==> src/rtl/register_file_pkg.sv <==
// -----------------------------------------------------------------------------
// register_file_pkg
// Shared processor constants for the general-purpose register file: default
// data/index widths, the resulting register count and the hard-wired zero
// register index.
// -----------------------------------------------------------------------------
package register_file_pkg;

    localparam int DATA_WIDTH = 32;
    localparam int ADDR_WIDTH = 5;
    localparam int NUM_REGS   = 2 ** ADDR_WIDTH;
    localparam int REG_ZERO   = 0;

endpackage : register_file_pkg

==> src/rtl/register_file_read_port.sv <==
// -----------------------------------------------------------------------------
// regfile_read_port
// One combinational read port of the register file. Applies the zero-register
// rule (index 0 always reads 0) and, when WRITE_THROUGH=1, forwards the data
// being written this cycle to a matching read index.
//
// Ports:
//   addr     in   ADDR_WIDTH  read index
//   stored   in   DATA_WIDTH  array contents at addr (selected by the parent)
//   wr_en    in   1           write enable of the write port
//   wr_addr  in   ADDR_WIDTH  write index
//   wr_data  in   DATA_WIDTH  write data
//   rd_data  out  DATA_WIDTH  read result
// -----------------------------------------------------------------------------
module regfile_read_port #(
    parameter int DATA_WIDTH    = register_file_pkg::DATA_WIDTH,
    parameter int ADDR_WIDTH    = register_file_pkg::ADDR_WIDTH,
    parameter bit WRITE_THROUGH = 1'b0
) (
    input  logic [ADDR_WIDTH-1:0] addr,
    input  logic [DATA_WIDTH-1:0] stored,
    input  logic                  wr_en,
    input  logic [ADDR_WIDTH-1:0] wr_addr,
    input  logic [DATA_WIDTH-1:0] wr_data,
    output logic [DATA_WIDTH-1:0] rd_data
);
    import register_file_pkg::*;

    logic is_zero;
    assign is_zero = (addr == ADDR_WIDTH'(REG_ZERO));

    if (WRITE_THROUGH) begin : g_forward
        logic fwd_hit;
        // A write to register 0 is dropped, so it must never be forwarded.
        assign fwd_hit = wr_en && (wr_addr != ADDR_WIDTH'(REG_ZERO)) && (addr == wr_addr);

        // NOTE: rd_data gets a default before any condition so every path
        // assigns it and no latch is inferred.
        always_comb begin
            rd_data = stored;
            if (fwd_hit) rd_data = wr_data;
            if (is_zero) rd_data = '0;
        end
    end else begin : g_no_forward
        // The write port is deliberately left out of the read path here so the
        // single-cycle datapath has no WR_DATA -> read -> ALU loop.
        logic unused_wr_port;
        assign unused_wr_port = ^{wr_en, wr_addr, wr_data};

        always_comb begin
            rd_data = stored;
            if (is_zero) rd_data = '0;
        end
    end

endmodule : regfile_read_port

==> src/rtl/register_file.sv <==
// -----------------------------------------------------------------------------
// register_file
// 2**ADDR_WIDTH x DATA_WIDTH general-purpose register file with one write
// port, two combinational operand read ports and a combinational debug read
// port. Register 0 is hard-wired to zero. Optional write-through forwarding.
//
// Ports:
//   CLK        in   1           rising-edge clock
//   RST        in   1           synchronous active-high reset (clears all)
//   RD_ADDR_1  in   ADDR_WIDTH  read port 1 index (rs)
//   RD_ADDR_2  in   ADDR_WIDTH  read port 2 index (rt)
//   WR_ADDR    in   ADDR_WIDTH  write index
//   WR_DATA    in   DATA_WIDTH  write-back data
//   WR_EN      in   1           write enable
//   DBG_ADDR   in   ADDR_WIDTH  debug read index
//   RD_DATA_1  out  DATA_WIDTH  read port 1 data
//   RD_DATA_2  out  DATA_WIDTH  read port 2 data
//   DBG_DATA   out  DATA_WIDTH  debug read data
// -----------------------------------------------------------------------------
module register_file #(
    parameter int DATA_WIDTH    = register_file_pkg::DATA_WIDTH,
    parameter int ADDR_WIDTH    = register_file_pkg::ADDR_WIDTH,
    parameter bit WRITE_THROUGH = 1'b0
) (
    input  logic                  CLK,
    input  logic                  RST,
    input  logic [ADDR_WIDTH-1:0] RD_ADDR_1,
    input  logic [ADDR_WIDTH-1:0] RD_ADDR_2,
    input  logic [ADDR_WIDTH-1:0] WR_ADDR,
    input  logic [DATA_WIDTH-1:0] WR_DATA,
    input  logic                  WR_EN,
    input  logic [ADDR_WIDTH-1:0] DBG_ADDR,
    output logic [DATA_WIDTH-1:0] RD_DATA_1,
    output logic [DATA_WIDTH-1:0] RD_DATA_2,
    output logic [DATA_WIDTH-1:0] DBG_DATA
);
    import register_file_pkg::*;

    localparam int REG_COUNT = 2 ** ADDR_WIDTH;

    logic [DATA_WIDTH-1:0] regs [REG_COUNT];

    // NOTE: the array is cleared by reset, so it maps to flops rather than a
    // RAM macro; that is required because every register must read 0 after it.
    // NOTE: sequential state is updated with non-blocking assignments only.
    always_ff @(posedge CLK) begin
        if (RST) begin
            for (int i = 0; i < REG_COUNT; i++) regs[i] <= '0;
        end else if (WR_EN && (WR_ADDR != ADDR_WIDTH'(REG_ZERO))) begin
            regs[WR_ADDR] <= WR_DATA;
        end
    end

    regfile_read_port #(
        .DATA_WIDTH   (DATA_WIDTH),
        .ADDR_WIDTH   (ADDR_WIDTH),
        .WRITE_THROUGH(WRITE_THROUGH)
    ) u_port_1 (
        .addr   (RD_ADDR_1),
        .stored (regs[RD_ADDR_1]),
        .wr_en  (WR_EN),
        .wr_addr(WR_ADDR),
        .wr_data(WR_DATA),
        .rd_data(RD_DATA_1)
    );

    regfile_read_port #(
        .DATA_WIDTH   (DATA_WIDTH),
        .ADDR_WIDTH   (ADDR_WIDTH),
        .WRITE_THROUGH(WRITE_THROUGH)
    ) u_port_2 (
        .addr   (RD_ADDR_2),
        .stored (regs[RD_ADDR_2]),
        .wr_en  (WR_EN),
        .wr_addr(WR_ADDR),
        .wr_data(WR_DATA),
        .rd_data(RD_DATA_2)
    );

    regfile_read_port #(
        .DATA_WIDTH   (DATA_WIDTH),
        .ADDR_WIDTH   (ADDR_WIDTH),
        .WRITE_THROUGH(WRITE_THROUGH)
    ) u_port_dbg (
        .addr   (DBG_ADDR),
        .stored (regs[DBG_ADDR]),
        .wr_en  (WR_EN),
        .wr_addr(WR_ADDR),
        .wr_data(WR_DATA),
        .rd_data(DBG_DATA)
    );

endmodule : register_file
==> config.mk <==
export PLATFORM = sky130hd
export DESIGN_NAME = register_file
export DESIGN_NICKNAME = d
export VERILOG_FILES = /design/src/rtl/register_file_pkg.sv /design/src/rtl/register_file_read_port.sv /design/src/rtl/register_file.sv
export SDC_FILE = /design/constraint.sdc
export NUM_CORES = 2
export LEC_CHECK = 0
export CAP_MARGIN = 15
export CELL_PAD_IN_SITES_DETAIL_PLACEMENT = 1
export CELL_PAD_IN_SITES_GLOBAL_PLACEMENT = 2
export CORE_ASPECT_RATIO = 0.6
export CORE_UTILIZATION = 25
export DETAILED_ROUTE_END_ITERATION = 10
export GPL_TIMING_DRIVEN = 0
export HOLD_SLACK_MARGIN = 0.1
export PLACE_DENSITY = 0.46
export SLEW_MARGIN = 10
export SYNTH_ARGS = -nofsm -noshare
export SYNTH_HDL_FRONTEND = slang
export SYNTH_SLANG_ARGS = --single-unit
==> constraint.sdc <==
create_clock -name CLK -period 3.6 [get_ports CLK]
set_input_delay 0.72 -clock CLK [delete_from_list [all_inputs] [get_ports CLK]]
set_output_delay 0.72 -clock CLK [all_outputs]
set_load 0.05 [all_outputs]
==> Word-level counts from Yosys, hierarchy flattened <==
Memory sizes are Yosys's and may differ from the RTL's.
Index checks and enable logic that the tools add are counted.
{ "totals": {"ff_bits": 0, "ram_bits": 1024, "out_inout_bits": 96, "mem_count": 1} }
{ "classes": {"mux": 11, "n_reduce_logical": 6} }
{ "memory_table": {"columns": ["name", "depth", "word_bits", "read_ports", "rd_clocked_by_memory_dff", "wr", "line_no", "source"], "rows": [
  ["regs", 32, 32, 3, 0, 32, "register_file.sv:41", "logic [DATA_WIDTH-1:0] regs [REG_COUNT];"]
]} }
{ "op_table": {"columns": ["op", "n"], "rows": [
  ["$mux 32", 4],
  ["$reduce_or 32->1", 1],
  ["$logic_not 5->1", 3],
  ["$mux 1", 6],
  ["$mux 5", 1],
  ["$reduce_bool 5->1", 1],
  ["$logic_and 1x1->1", 1]
]} }

==> Longest topological paths before layout <==
{ "logic_depth": {"depth_word": 7, "mapped_depth": 10, "mapped_depth_nobuf": 4} }

==> By module <==
Synthesis repeated with hierarchy kept, for this count alone.
{ "hier_totals": {"hier_cells": 5883, "hier_area_um2": 65639.2} }
{ "modules_own_cells": {"columns": ["mod", "instances", "cells_each", "area_each_um2", "seq_area_each_um2"], "rows": [
  ["register_file", 1, 5763, 64674.5, 30749.5],
  ["regfile_read_port", 3, 40, 321.6, 0.0]
]} }

==> Least setup slack after synthesis <==
OpenSTA, ideal clock, no wires.
{ "synth_path": {"path_kind": "input -> output", "from": "input port DBG_ADDR[0]", "to": "output port DBG_DATA[15]", "arrival_time_ps": 4159, "t_required_ps": 2880, "setup_slack_ps": -1279, "stages": 8, "path_buffers": 4, "cell_sequence": "buf_2 > buf_6 > buf_4 > buf_4 > mux2i_1 > o221ai_1 > a221oi_1 > a2111oi_0"} }
{ "synth_between": {"elab_chain_len": 2, "word_cells_on_any_way": 3} }
{ "synth_lines": {"columns": ["element", "line_no", "source"], "rows": [
  ["start, declared", "register_file.sv:32", "input logic [ADDR_WIDTH-1:0] DBG_ADDR,"],
  ["$mem_v2 32x32 or $logic_not 5->1 (tied branches)", null, null],
  ["$mux 32 *", "register_file_read_port.sv:52", "if (is_zero) rd_data = '0;"],
  ["end, declared", "register_file.sv:35", "output logic [DATA_WIDTH-1:0] DBG_DATA"]
]} }
Every way passes the cells marked *; elsewhere a longest branch is shown, timed or not.

==> key figures <==
Synthesis
  • Post-Syn Instances: between 4000 and 5000
  • Flops & latches, synth: 1024
  • Top FF cell, synth: edfxtp_1
  • Synth Cell Area: ~62000 sq um
  • Async set-reset flop share out of synthesis: 0%
  • Post-synth EDFFs: 1024
  • Syn. warnings: 0
  • Sequential share of the synthesized area: 49.23%
  • Mean post-synth cell area: about 15 sq um
  • Synth cell types: 49

Routing
  • DRT iter0 DRCs: 7361
  • Detail Route Antenna Nets: 0
  • Total number of vias: 48600
  • Residual DRC: 0
  • Wire length per cell: roughly 50 um
  • Routed WL: 410600 um
  • Vias/cell: 5.917
  • DR pass1 iterations: 5

Setup path
  • Stages on worst setup path: 5
  • Setup CP Type: in2reg
  • Worst Setup Start Kind: input pin
  • WP buf/inv: 2
  • Max stage delay on crit path: 1.02 ns
  • Critical Path RT: 4.06 ns
  • Worst setup EP type: register
  • Worst path slowest cell: nor2_1
  • CP delay by family, top: simple AND/OR/NAND/NOR gates
  • Data arrival, critical path: 4.31 ns
  • Worst-path fanout max: 18
  • Cells along the critical path: clkdlybuf4s50_1, nand4b_1, nor2_1, or2_4, buf_12

CTS
  • Clock transition at path regs: 0.07 ns
  • TritonCTS Buffers: 115
  • H-tree depth: 3
  • Longest Clk Path Bufs: 3
  • CTS Sinks: slightly above 1000
  • Root Buffer: clkbuf_16
  • CTS tree: yes

Floorplan
  • Die area: 251900 sq um
  • IO Pins: 151
  • Die Y: around 400 um
  • Core region area: 247300 sq um
  • FP Rows: 141
  • DIE WIDTH: 647.3 um
  • Initial Utilization: 25.26%

GRT
  • Total global-route track usage: about a third
  • First-pass GRT wire length: 519000 um
  • Overflow after GRT: 0
  • Largest net degree at the start of global routing: 33
  • Vias in the first global route: ~47000
  • Initial antenna violation count: 42

Layout
  • Top flop regs: regs: 1024 flops
  • Final Util: about a third
  • Net count reported at finish: about 5000
  • Area Overhead vs Synth: 32.76%
  • Max reg flops: 1024
  • Fraction of layout cells with a size suffix above 1: roughly 40%
  • Most flops, register: regs

STA
  • Setup TNS: -41.18 ns
  • Final setup vio count: around 460
  • Final period util: 106.8%
  • Unrepaired setup endpoints after global routing: yes
  • Max-slew violations: 0
  • Post-route minimum period: 3.846 ns
  • Headroom to the max-slew limit: around 6.6%
  • Final hold vios: 0
  • Peak Freq: 260.0 MHz
  • Worst slew pin tran: 1.402 ns
  • Worst setup margin: -0.2458 ns

Status
  • Failing checks: setup timing
  • Status: finished with violations

Placement
  • Hpwl dp: approximately 290000 um
  • RePlAce Congestion: 0.9208
  • IO Port Bufs: 144

Hold path
  • Hold EP: regs[6][25]
  • Hold Crit Class: in2reg
  • Worst Hold Depth: 2
  • Hold Startpoint: WR_DATA[25]

Flow run
  • Max-Cap Viols: 0

Power
  • Pleak: 28.54 nW
  • Power Dens Cells: 432.9 nW/um^2
  • Worst vdd ir: 504.0 uV
-- kinds of logic after synthesis --
group,share of synthesized area [%]
AO/OA/AOI/OAI,4.771
buffers and inverters,3.541
flip-flops,49.23
AND/OR/NAND/NOR,12.35
multiplexers,30.10
other,0.006003
-- synthesized netlist by cell type (2+ instances only) --
cell type / instances / area share, %
or2_2: 34 / 0.34
edfxtp_1: 1024 / 49
o22ai_1: 98 / 0.98
nand3b_1: 5 / 0.060
or3_1: 3 / 0.030
and2_1: 1010 / 10
buf_2: 97 / 0.78
and3_1: 3 / 0.030
a211oi_1: 48 / 0.58
a31oi_1: 9 / 0.090
buf_4: 36 / 0.43
a22oi_1: 77 / 0.93
a32o_1: 6 / 0.096
nand2_1: 14 / 0.084
a221oi_1: 3 / 0.042
mux2_1: 26 / 0.47
a22o_1: 53 / 0.74
nor3_1: 79 / 0.63
o32ai_1: 14 / 0.20
clkbuf_1: 311 / 1.9
nand2b_1: 9 / 0.090
a2111oi_0: 31 / 0.43
o21ai_1: 2 / 0.016
or3b_1: 2 / 0.028
mux2i_1: 281 / 4.5
buf_1: 20 / 0.12
mux4_2: 680 / 25
nor4_1: 12 / 0.12
nor2b_1: 44 / 0.44
nand3_1: 4 / 0.032
o221ai_1: 28 / 0.39
buf_6: 17 / 0.31
mux2_2: 34 / 0.61
clkbuf_4: 2 / 0.024
nor2_1: 37 / 0.22
a21oi_1: 31 / 0.25
-- power by group --
group          switching (W)  internal (W)
Sequential          0.000612        0.0138
Combinational        0.00512       0.00343
Clock                0.00581       0.00713
Total                 0.0115        0.0244
-- cell usage in the layout (no fill, tap or decap), types with 27 or more instances in the layout --
cell type / instances
mux4_2: 680
mux2_2: 35
buf_8: 29
clkbuf_4: 31
clkinv_1: 27
and2_1: 1006
clkdlybuf4s50_1: 39
edfxtp_1: 1024
nor3_4: 42
buf_16: 93
nor3_2: 37
a22o_1: 39
buf_12: 133
clkinv_2: 27
clkbuf_1: 199
or2_4: 31
clkbuf_8: 43
conb_1: 32
mux2i_1: 271
clkbuf_16: 140
a22oi_1: 61
buf_6: 143
buf_4: 189
nor2b_1: 36
o22ai_4: 33
o22ai_1: 43
-- layout make-up --
type | count | area, sq um
Clock buffer | 137 | 3045
Fill cell | 25240 | 164400
Tap cell | 3289 | 4115
Multi-Input combinational cell | 2719 | 32760
Sequential cell | 1024 | 30750
Buffer | 470 | 5334
Antenna cell | 21 | 52.55
Inverter | 2 | 20.02
Timing Repair Buffer | 474 | 6076
Clock inverter | 77 | 770.7
-- per-stage QoR --
step / hold slack (ns) / power (W) / setup slack [ns] / instance area [sq um] / instances
floorplan: 0.9182 / 0.01800 / 0.01610 / 63090 / 4228
global placement: 1.518 / 0.02139 / -4.513 / 68640 / 7661
detailed placement: 1.535 / 0.02154 / -3.216 / 70210 / 7736
CTS: 0.7055 / 0.03562 / -0.1261 / 81840 / 8134
global route: 0.7726 / 0.03641 / -0.1426 / 82870 / 8192
finish: 0.7408 / 0.03590 / -0.2458 / 82930 / 8213
-- metal layers --
metal	GRT usage [%]	vias up	part of all wire [%]
li1	-	18020	-
met4	8.680	4	3.2
met3	11.11	494	12
met1	47.78	26890	46
met5	0	-	0.0066
met2	43.36	3185	40
-- timing repair --
| item | CTS | global route |
|---|---|---|
| pin swaps | 138 | 70 |
| buffers inserted | 169 | 70 |
| cloned | 24 | 1 |
| endpoints found under the setup margin | 223 | 293 |
| resized for setup | 1874 | 120 |
| hold buffers | 0 | 0 |
-- worst max path at each step --
stage / slack, ns / startpoint / end
floorplan: 0.02 / RD_ADDR_2[1] / RD_DATA_2[10]
global placement: -4.51 / DBG_ADDR[3] / DBG_DATA[14]
detailed placement: -3.22 / DBG_ADDR[2] / DBG_DATA[16]
CTS: -0.13 / RD_ADDR_1[1] / RD_DATA_1[13]
global route: -0.14 / RST / regs[31][28]
finish: -0.25 / RST / regs[31][29]
(Power assumes the default switching activity.)
